<file path="src/rtl/inst_dec_pipe.sv">
// RV32IM instruction decode stage: a small circular FIFO of {inst, pc} feeding a
// registered decode output with valid/ready handshakes on both sides.
module inst_dec_pipe #(
  parameter int XLEN  = 32,
  parameter int DEPTH = 4
) (
  input  logic                       i_clk,
  input  logic                       i_rst,
  input  logic                       i_valid,
  output logic                       o_ready,
  input  logic [31:0]                i_inst,
  input  logic [XLEN-1:0]            i_pc,
  input  logic                       i_flush,
  output logic                       o_valid,
  input  logic                       i_ready,
  output logic [XLEN-1:0]            o_pc,
  output logic [4:0]                 o_rd,
  output logic [4:0]                 o_rs1,
  output logic [4:0]                 o_rs2,
  output logic [XLEN-1:0]            o_imm,
  output logic [2:0]                 o_funct3,
  output logic [2:0]                 o_op_mode,
  output logic [2:0]                 o_func_op,
  output logic                       o_alusrc,
  output logic                       o_mem_to_reg,
  output logic                       o_reg_write,
  output logic                       o_mem_read,
  output logic                       o_mem_write,
  output logic                       o_branch,
  output logic                       o_jump,
  output logic                       o_unsigned,
  output logic [1:0]                 o_mem_size,
  output logic                       o_illegal,
  output logic [$clog2(DEPTH+1)-1:0] o_count
);

  localparam int PW = $clog2(DEPTH);
  localparam int CW = $clog2(DEPTH+1);

  localparam logic [6:0] OPC_LUI    = 7'b0110111;
  localparam logic [6:0] OPC_AUIPC  = 7'b0010111;
  localparam logic [6:0] OPC_JAL    = 7'b1101111;
  localparam logic [6:0] OPC_JALR   = 7'b1100111;
  localparam logic [6:0] OPC_BRANCH = 7'b1100011;
  localparam logic [6:0] OPC_LOAD   = 7'b0000011;
  localparam logic [6:0] OPC_STORE  = 7'b0100011;
  localparam logic [6:0] OPC_OPIMM  = 7'b0010011;
  localparam logic [6:0] OPC_OP     = 7'b0110011;

  typedef struct packed {
    logic [XLEN-1:0] pc;
    logic [4:0]      rd;
    logic [4:0]      rs1;
    logic [4:0]      rs2;
    logic [XLEN-1:0] imm;
    logic [2:0]      funct3;
    logic [2:0]      op_mode;
    logic [2:0]      func_op;
    logic            alusrc;
    logic            mem_to_reg;
    logic            reg_write;
    logic            mem_read;
    logic            mem_write;
    logic            branch;
    logic            jump;
    logic            is_unsigned;
    logic [1:0]      mem_size;
    logic            illegal;
  } dec_t;

  logic [31:0]     inst_mem [DEPTH];
  logic [XLEN-1:0] pc_mem   [DEPTH];
  logic [PW-1:0]   rd_ptr, wr_ptr;
  logic [CW-1:0]   count;
  logic            push, out_free, fifo_empty, bypass, fifo_wr, fifo_rd;
  logic [31:0]     src_inst;
  logic [XLEN-1:0] src_pc;
  logic signed [31:0] imm_i, imm_s, imm_b, imm_u, imm_j;
  logic            bad;
  dec_t            dec, out_q;

  assign o_ready    = !i_rst && (count < CW'(DEPTH));
  assign push       = i_valid && o_ready && !i_flush;
  assign out_free   = !o_valid || i_ready;
  assign fifo_empty = (count == '0);
  // An empty FIFO lets the incoming instruction skip straight into the output stage.
  assign bypass     = push && fifo_empty && out_free;
  assign fifo_wr    = push && !bypass;
  assign fifo_rd    = !fifo_empty && out_free;
  assign src_inst   = fifo_empty ? i_inst : inst_mem[rd_ptr];
  assign src_pc     = fifo_empty ? i_pc   : pc_mem[rd_ptr];

  assign imm_i = {{20{src_inst[31]}}, src_inst[31:20]};
  assign imm_s = {{20{src_inst[31]}}, src_inst[31:25], src_inst[11:7]};
  assign imm_b = {{19{src_inst[31]}}, src_inst[31], src_inst[7], src_inst[30:25], src_inst[11:8], 1'b0};
  assign imm_u = {src_inst[31:12], 12'b0};
  assign imm_j = {{11{src_inst[31]}}, src_inst[31], src_inst[19:12], src_inst[20], src_inst[30:21], 1'b0};

  always_comb begin
    dec        = '0;
    bad        = 1'b0;
    dec.pc     = src_pc;
    dec.rd     = src_inst[11:7];
    dec.rs1    = src_inst[19:15];
    dec.rs2    = src_inst[24:20];
    dec.funct3 = src_inst[14:12];
    case (src_inst[6:0])
      OPC_LUI, OPC_AUIPC: begin
        dec.op_mode   = 3'd4;
        dec.imm       = XLEN'(imm_u);
        dec.alusrc    = 1'b1;
        dec.reg_write = 1'b1;
        if (src_inst[6:0] == OPC_LUI) dec.rs1 = 5'd0;
        else dec.func_op = 3'b100;
      end
      OPC_JAL, OPC_JALR: begin
        dec.op_mode   = 3'd4;
        dec.imm       = (src_inst[6:0] == OPC_JAL) ? XLEN'(imm_j) : XLEN'(imm_i);
        dec.jump      = 1'b1;
        dec.branch    = 1'b1;
        dec.reg_write = 1'b1;
        bad           = (src_inst[6:0] == OPC_JALR) && (src_inst[14:12] != 3'b000);
      end
      OPC_BRANCH: begin
        dec.op_mode     = 3'd3;
        dec.rd          = 5'd0;
        dec.imm         = XLEN'(imm_b);
        dec.branch      = 1'b1;
        dec.is_unsigned = src_inst[14] && src_inst[13];
        case (src_inst[14:12])
          3'b000:         dec.func_op = 3'b101;
          3'b001:         dec.func_op = 3'b100;
          3'b100, 3'b110: dec.func_op = 3'b000;
          3'b101, 3'b111: dec.func_op = 3'b011;
          default:        bad = 1'b1;
        endcase
      end
      OPC_LOAD: begin
        dec.op_mode     = 3'd4;
        dec.imm         = XLEN'(imm_i);
        dec.mem_read    = 1'b1;
        dec.mem_to_reg  = 1'b1;
        dec.reg_write   = 1'b1;
        dec.mem_size    = src_inst[13:12];
        dec.is_unsigned = src_inst[14];
        bad = (src_inst[14:12] == 3'b011) || (src_inst[14:13] == 2'b11);
      end
      OPC_STORE: begin
        dec.op_mode   = 3'd4;
        dec.rd        = 5'd0;
        dec.imm       = XLEN'(imm_s);
        dec.mem_write = 1'b1;
        dec.mem_size  = src_inst[13:12];
        bad           = (src_inst[14:12] > 3'd2);
      end
      OPC_OPIMM: begin
        dec.imm       = XLEN'(imm_i);
        dec.alusrc    = 1'b1;
        dec.reg_write = 1'b1;
        case (src_inst[14:12])
          3'b000: dec.op_mode = 3'd4;
          3'b010: dec.op_mode = 3'd3;
          3'b011: begin dec.op_mode = 3'd3; dec.is_unsigned = 1'b1; end
          3'b100: begin dec.op_mode = 3'd1; dec.func_op = 3'b010; end
          3'b110: begin dec.op_mode = 3'd1; dec.func_op = 3'b001; end
          3'b111: dec.op_mode = 3'd1;
          3'b001: begin
            dec.op_mode = 3'd2;
            bad = (src_inst[31:25] != 7'b0000000);
          end
          default: begin
            dec.op_mode = 3'd2;
            if (src_inst[31:25] == 7'b0000000)      dec.func_op = 3'b010;
            else if (src_inst[31:25] == 7'b0100000) dec.func_op = 3'b011;
            else                                    bad = 1'b1;
          end
        endcase
      end
      OPC_OP: begin
        dec.reg_write = 1'b1;
        case (src_inst[31:25])
          7'b0000000: begin
            case (src_inst[14:12])
              3'b000: dec.op_mode = 3'd4;
              3'b001: dec.op_mode = 3'd2;
              3'b010: dec.op_mode = 3'd3;
              3'b011: begin dec.op_mode = 3'd3; dec.is_unsigned = 1'b1; end
              3'b100: begin dec.op_mode = 3'd1; dec.func_op = 3'b010; end
              3'b101: begin dec.op_mode = 3'd2; dec.func_op = 3'b010; end
              3'b110: begin dec.op_mode = 3'd1; dec.func_op = 3'b001; end
              default: dec.op_mode = 3'd1;
            endcase
          end
          7'b0100000: begin
            if (src_inst[14:12] == 3'b000)      begin dec.op_mode = 3'd4; dec.func_op = 3'b001; end
            else if (src_inst[14:12] == 3'b101) begin dec.op_mode = 3'd2; dec.func_op = 3'b011; end
            else                                bad = 1'b1;
          end
          7'b0000001: begin
            if (!src_inst[14]) begin
              dec.op_mode = 3'd5;
              dec.func_op = {1'b0, src_inst[13:12]};
            end else begin
              dec.op_mode     = src_inst[13] ? 3'd7 : 3'd6;
              dec.is_unsigned = src_inst[12];
            end
          end
          default: bad = 1'b1;
        endcase
      end
      default: bad = 1'b1;
    endcase
    // Illegal encodings keep only the PC and raw register/funct3 fields.
    if (bad) begin
      dec         = '0;
      dec.pc      = src_pc;
      dec.rs1     = src_inst[19:15];
      dec.rs2     = src_inst[24:20];
      dec.funct3  = src_inst[14:12];
      dec.illegal = 1'b1;
    end
  end

  always_ff @(posedge i_clk) begin
    if (fifo_wr) begin
      inst_mem[wr_ptr] <= i_inst;
      pc_mem[wr_ptr]   <= i_pc;
    end
  end

  always_ff @(posedge i_clk) begin
    if (i_rst) begin
      o_valid <= 1'b0;
      out_q   <= '0;
      count   <= '0;
      rd_ptr  <= '0;
      wr_ptr  <= '0;
    end else if (i_flush) begin
      o_valid <= 1'b0;
      count   <= '0;
      rd_ptr  <= '0;
      wr_ptr  <= '0;
    end else begin
      if (fifo_rd) rd_ptr <= rd_ptr + PW'(1);
      if (fifo_wr) wr_ptr <= wr_ptr + PW'(1);
      count <= count + CW'(fifo_wr) - CW'(fifo_rd);
      if (fifo_rd || bypass) begin
        o_valid <= 1'b1;
        out_q   <= dec;
      end else if (out_free) begin
        o_valid <= 1'b0;
      end
    end
  end

  assign o_count      = count;
  assign o_pc         = out_q.pc;
  assign o_rd         = out_q.rd;
  assign o_rs1        = out_q.rs1;
  assign o_rs2        = out_q.rs2;
  assign o_imm        = out_q.imm;
  assign o_funct3     = out_q.funct3;
  assign o_op_mode    = out_q.op_mode;
  assign o_func_op    = out_q.func_op;
  assign o_alusrc     = out_q.alusrc;
  assign o_mem_to_reg = out_q.mem_to_reg;
  assign o_reg_write  = out_q.reg_write;
  assign o_mem_read   = out_q.mem_read;
  assign o_mem_write  = out_q.mem_write;
  assign o_branch     = out_q.branch;
  assign o_jump       = out_q.jump;
  assign o_unsigned   = out_q.is_unsigned;
  assign o_mem_size   = out_q.mem_size;
  assign o_illegal    = out_q.illegal;

endmodule

</file>
<file path="config.mk">
export PLATFORM = sky130hd
export DESIGN_NAME = inst_dec_pipe
export DESIGN_NICKNAME = d
export VERILOG_FILES = /design/src/rtl/inst_dec_pipe.sv
export SDC_FILE = /design/constraint.sdc
export NUM_CORES = 1
export LEC_CHECK = 0
export BUFFER_PORTS_ARGS = -buffer_cell sky130_fd_sc_hd__buf_2
export CORE_AREA = 2 2 157 159
export DETAILED_ROUTE_END_ITERATION = 10
export DIE_AREA = 0 0 159 161
export GPL_ROUTABILITY_DRIVEN = 0
export GPL_TIMING_DRIVEN = 0
export PLACE_DENSITY = 0.94
export SYNTH_ARGS = -nofsm -noshare
export SYNTH_HDL_FRONTEND = slang
export SYNTH_SLANG_ARGS = --single-unit
</file>
<file path="constraint.sdc">
create_clock -name i_clk -period 12.2 [get_ports i_clk]
set_input_delay 0.61 -clock i_clk [delete_from_list [all_inputs] [get_ports i_clk]]
set_output_delay 0.61 -clock i_clk [all_outputs]
set_load 0.01 [all_outputs]
</file>
* Word level (Yosys, flattened, before mapping)
Memories as Yosys holds them, arrays and structs flattened. A register that Yosys moved wholly into a read port is not among the register bits.
Index checks and enable logic that the tools add are counted.
** Word-level totals
- Bits in registers :: 107
- Bits in latches :: 0
- Memory bits (writable) :: 256
- Bits in read-only memories :: 0
- Logic and storage cells :: 144
- Memories :: 2
** Memory list
- inst_mem :: depth 4, bits a word 32, read ports 1, clocked after Yosys merged registers in 1, wr ports 1, line 71 : logic [31:0] inst_mem [DEPTH];
- pc_mem :: depth 4, bits a word 32, read ports 1, clocked after Yosys merged registers in 1, wr ports 1, line 72 : logic [XLEN-1:0] pc_mem [DEPTH];
** Operators by class
- $add $sub $neg :: 4
- $mul :: 0
- Div/mod/pow operators :: 0
- Order comparisons :: 2
- Equal/unequal tests :: 19
- Shifts and indexed selects :: 0
- Mux-type cells :: 51
- Bitwise operators :: 1
- Reduce and logical (&&, ||, !) cells :: 43
** Operators by type and width (count)
- $pmux W32 S5 :: 1
- $mux W67 :: 1
- $mux W32 :: 2
- $pmux W3 S3 :: 4
- $eq A7 B6 Y1 const B :: 4
- $pmux W3 S4 :: 2
- $reduce_or A2 Y1 :: 11
- $eq A7 B7 Y1 const B :: 3
- $mux W20 :: 1
- $mux W5 :: 4
- $mux W1 :: 18
- $pmux W6 S3 :: 1
- $reduce_or A6 Y1 :: 3
- $mux W2 :: 8
- $eq A7 B5 Y1 const B :: 2
- $eq A3 B3 Y1 const B :: 4
- $logic_and A1 B1 Y1 :: 9
- $reduce_or A3 Y1 :: 3
- $eq A7 B1 Y1 const B :: 1
- $eq A7 B2 Y1 const B :: 1
- $logic_not A7 Y1 :: 1
- $pmux W1 S7 :: 1
- $reduce_bool A7 Y1 :: 1
- $reduce_or A7 Y1 :: 1
- 21 further kinds :: 33

* Depth between registers and ports, before layout
- Word-level depth :: 10
- Depth in mapped cells :: 15

* Worst setup path before layout
No wires, ideal clock.
- Path type :: reg2reg
- Start point :: register count[2], in the netlist o_count[2]
- End point :: memory inst_mem[0][0], enable pin
- Setup time :: 0.429 ns
- Arrival time :: 3.968 ns
- Required time :: 11.771 ns
- Path slack :: 7.803 ns
- Stages on the path, launching flop included :: 9
- Path buffers :: 4
- Period minus slack after synthesis :: 4.397 ns
- Path through :: dfxtp_1 -> or3_1 -> buf_2 -> buf_1 -> clkbuf_1 -> clkbuf_1 -> nor2_1 -> nor3_1 -> and2_1
** On the way
- Longest elaborated chain between the ends :: 10
- Elaborated cells on any way between the ends :: 11
- Classes of those cells :: 1 x order compare; 2 x mux; 8 x reduce/logical
** RTL lines
- from (decl) :: line 74 : logic [CW-1:0] count;
- from (signal assigned) :: line 246 : count <= count + CW'(fifo_wr) - CW'(fifo_rd);
- $lt A3 B3 Y1 :: line 82 : assign o_ready = !i_rst && (count < CW'(DEPTH));
- $logic_and A1 B1 Y1 :: line 82
- $logic_and A1 B1 Y1 (2 in series) :: line 83 : assign push = i_valid && o_ready && !i_flush;
- $logic_and A1 B1 Y1 (2 in series) :: line 87 : assign bypass = push && fifo_empty && out_free;
- $logic_not A1 Y1 :: line 88 : assign fifo_wr = push && !bypass;
- $logic_and A1 B1 Y1 * :: line 88
- $mux W1 * :: line 225 : if (fifo_wr) begin
- $mux W1 (not written as such) * :: line 226 : inst_mem[wr_ptr] <= i_inst;
- to (decl) :: line 71
Mark *: on every way between the ends. The rest lies on a longest branch, timed or not.

* Final worst setup path
- Start point :: register count[2], in the netlist o_count[2]
- End point :: register count[2], in the netlist o_count[2]
** On the way
- Longest elaborated chain between the ends :: 10
- Elaborated cells on any way between the ends :: 13
- Classes of those cells :: 2 x add/sub; 1 x order compare; 10 x reduce/logical
** RTL lines (line)
- $lt A3 B3 Y1 :: 82
- $logic_and A1 B1 Y1 :: 82
- $logic_and A1 B1 Y1 (2 in series) :: 83
- $logic_and A1 B1 Y1 (2 in series) :: 87
- $logic_not A1 Y1 :: 88
- $logic_and A1 B1 Y1 :: 88
- $add A3 B1 Y3 :: 246
- $sub A3 B1 Y3 * :: 246
Marked as above.
A chain may end at the register's enable or synchronous reset.

==> flow_summary.json <==
{
  "final_max_slew_viol_count": 0,
  "setup_violations": 0,
  "cpLargestDelayFamily": "buffers and inverters",
  "dieArea_um2": 25600,
  "post-route-period-util_pct": 39.3,
  "grt_setup_unrepaired": "no",
  "vias": 10300,
  "postCtsSetupBuffers": 0,
  "finalPower_w": 0.00380,
  "stdcell_count": 1590,
  "area_delta_synth_final_pct": 17.7,
  "holdWs_ns": 0.314,
  "insertion_delay_ns": 0.53,
  "worst_path_largest_cell_delay_ns": 0.73,
  "drcViolationCount": 0,
  "pwr_density_cell_nw_per_um2": 220,
  "cellLeakagePower_nw": 6.10,
  "yosysWarnings": 0,
  "slowest_stage": "nor3_1",
  "cts.path.max_buffers": 3,
  "worst_slew_pin_slew_ns": 1.07,
  "crit_path_max_fanout": 10,
  "cts_resized": 0,
  "grt_pass1_wl_um": 59300,
  "crit_type": "reg -> reg",
  "portBuffers": 172,
  "ys_seq_area_share_pct": 67.3,
  "rr_startpoint": "o_count[2]$_SDFF_PP0_",
  "cts_hold_buf": 0,
  "num_rows": 57,
  "multiInputGateArea_um2": 4460,
  "synth.top_cells.by_count": "edfxtp_1, nand2_1, dfxtp_1, nor2_1, mux4_2",
  "groute.usage.overall_pct": 30.3,
  "finalWirelength_um": 38600,
  "syn-num-nets": 1093,
  "hold_path.class": "in -> reg",
  "hold_start": "i_pc[17]",
  "drt_pass1_iterations": 7,
  "cts_tree": "yes",
  "rrSetupSlack_ns": 7.40,
  "status": "complete, no violations",
  "htree_levels": 2,
  "synthDominantCellAreaShare_pct": 52.5,
  "die_x_um": 159,
  "relSlewSlack_pct": 26.8,
  "crit_chain": "or3_1, buf_2, buf_1, clkbuf_1, clkbuf_1, nor2_1, nor3_1, inv_1, ha_1, inv_1, ha_1, fa_1, xnor2_1, xnor2_1, nor2_1",
  "max_cap_viol_count": 0,
  "cp.depth": 15,
  "synthCells": 1017,
  "fill_cells": 1542,
  "core_um2": 24000,
  "ys_ff_latch": 364,
  "antenna_found_initial": 5,
  "start_util_pct": 61.1,
  "synth_top_cell_by_area": "edfxtp_1",
  "synth.cell_area_um2": 14600,
  "r2r_cells": 15,
  "io_pins": 173,
  "drt_iter0_drc": 1107,
  "ant_nets": 0,
  "reg_top3": "inst_mem x128, pc_mem x128",
  "cp.arrival_ns": 5.20,
  "dp_hpwl_um": 25300,
  "fmax_ghz": 0.208,
  "cts-root-buf": "clkbuf_16",
  "async_reset_ff_share_pct": 0,
  "detail_route.vias_per_cell": 6.45,
  "numCtsBuffers": 37,
  "netlist_top_cells_area": "edfxtp_1, dfxtp_1, mux4_2",
  "drive_gt1_share_pct": 26.2,
  "ir_drop_mv": 0.195,
  "finalWorstSetupSlack_ns": 7.40,
  "min_path_cells": 1,
  "hold_viol_final": 0,
  "grt_max_degree": 39,
  "startpoint": "o_count[2]$_SDFF_PP0_",
  "clkTransAtPathRegs_ns": 0.06,
  "finalNetCount": 1308,
  "crit_path_end_kind": "register",
  "post-place-ws_ns": 7.45,
  "synth_ff_type": "edfxtp_1",
  "grt_overflow_total": 0,
  "crit_required_ns": 12.60,
  "skew_ns": 0.0131,
  "area.sequential_um2": 9850,
  "dieHeight_um": 161,
  "grt_pass1_vias": 10300,
  "clock-sinks": 364,
  "fin_tns_setup_ns": 0,
  "yosysMostFrequentCell": "edfxtp_1",
  "synth_edf_count": 256,
  "finalCriticalPeriod_ns": 4.80,
  "routedWlPerCell_um": 24.3,
  "critPathBufInv": 6,
  "dp.cells": 1517,
  "critPathLaunchType": "register",
  "syn_avg_cell_area_um2": 14.4,
  "synthDistinctLibCells": 68
}
==> final timing paths <==
path,endpoint
setup reg to reg,o_count[2]$_SDFF_PP0_
hold / removal,pc_mem[0][17]$_DFFE_PP_
hold reg to reg,o_imm[26]$_SDFFE_PP0P_
setup / recovery,o_count[2]$_SDFF_PP0_
==> metrics by stage <==
step           utilization [%]  area [µm²]
3_5_place_dp              66.8       16000
3_3_place_gp              66.4       15900
2_1_floorplan                -       14600
4_1_cts                   71.8       17200
6_report                  71.9       17200
5_1_grt                   71.9       17200
==> placed cells by master, fill, tap and decap left out, types with 6 or more instances in the layout <==
cell / n
edfxtp_1: 256
buf_2: 181
nand2_1: 135
dfxtp_1: 108
nor2_1: 88
mux4_2: 61
clkbuf_1: 55
clkbuf_16: 41
a311oi_1: 32
o21ai_0: 24
a21oi_1: 22
a22o_1: 22
mux2i_1: 19
nor3_1: 15
inv_1: 14
a32o_1: 11
o21ai_1: 10
mux2_2: 9
clkinv_2: 9
nand2b_1: 8
nand3_1: 8
diode_2: 6
nand4_1: 6
a211oi_1: 6
ha_1: 6
==> layout make-up <==
class / instances / share of cell area [%]
antenna: 6 / 0.0871
buffer: 66 / 1.66
clock buffer: 51 / 6.35
clock inverter: 16 / 0.639
inverter: 14 / 0.305
multi-input combinational: 573 / 25.9
sequential: 364 / 57.2
tap: 324 / 2.35
timing repair buffer: 176 / 5.55
==> logic make-up (layout without fill, tap and decap cells) <==
group                    after synthesis  count (layout)  share of synthesized area (%)
AO/OA/AOI/OAI                        177             177                           9.13
XOR/XNOR                               5               5                          0.299
adder cells (fa/ha/maj)                7               7                          0.650
buffers and inverters                 80             323                           2.31
flip-flops                           364             364                           67.3
multiplexers                          90              90                           11.5
other                                  0               6                              0
AND/OR/NAND/NOR                      294             294                           8.86
==> metal layers <==
metal / track usage, % / wire [µm] / up-vias
met2: 50.0 / 19000 / 735
li1: - / - / 4371
met1: 38.5 / 13900 / 4996
met5: 0 / 16 / -
met4: 13.3 / 1440 / 2
met3: 7.88 / 4290 / 152
==> power by group <==
part	internal (W)	switching [W]
Sequential	0.00141	0.0000525
Combinational	0.000399	0.000829
Clock	0.000650	0.000458
Total	0.00246	0.00134
Power figures use the tool's default switching activity.
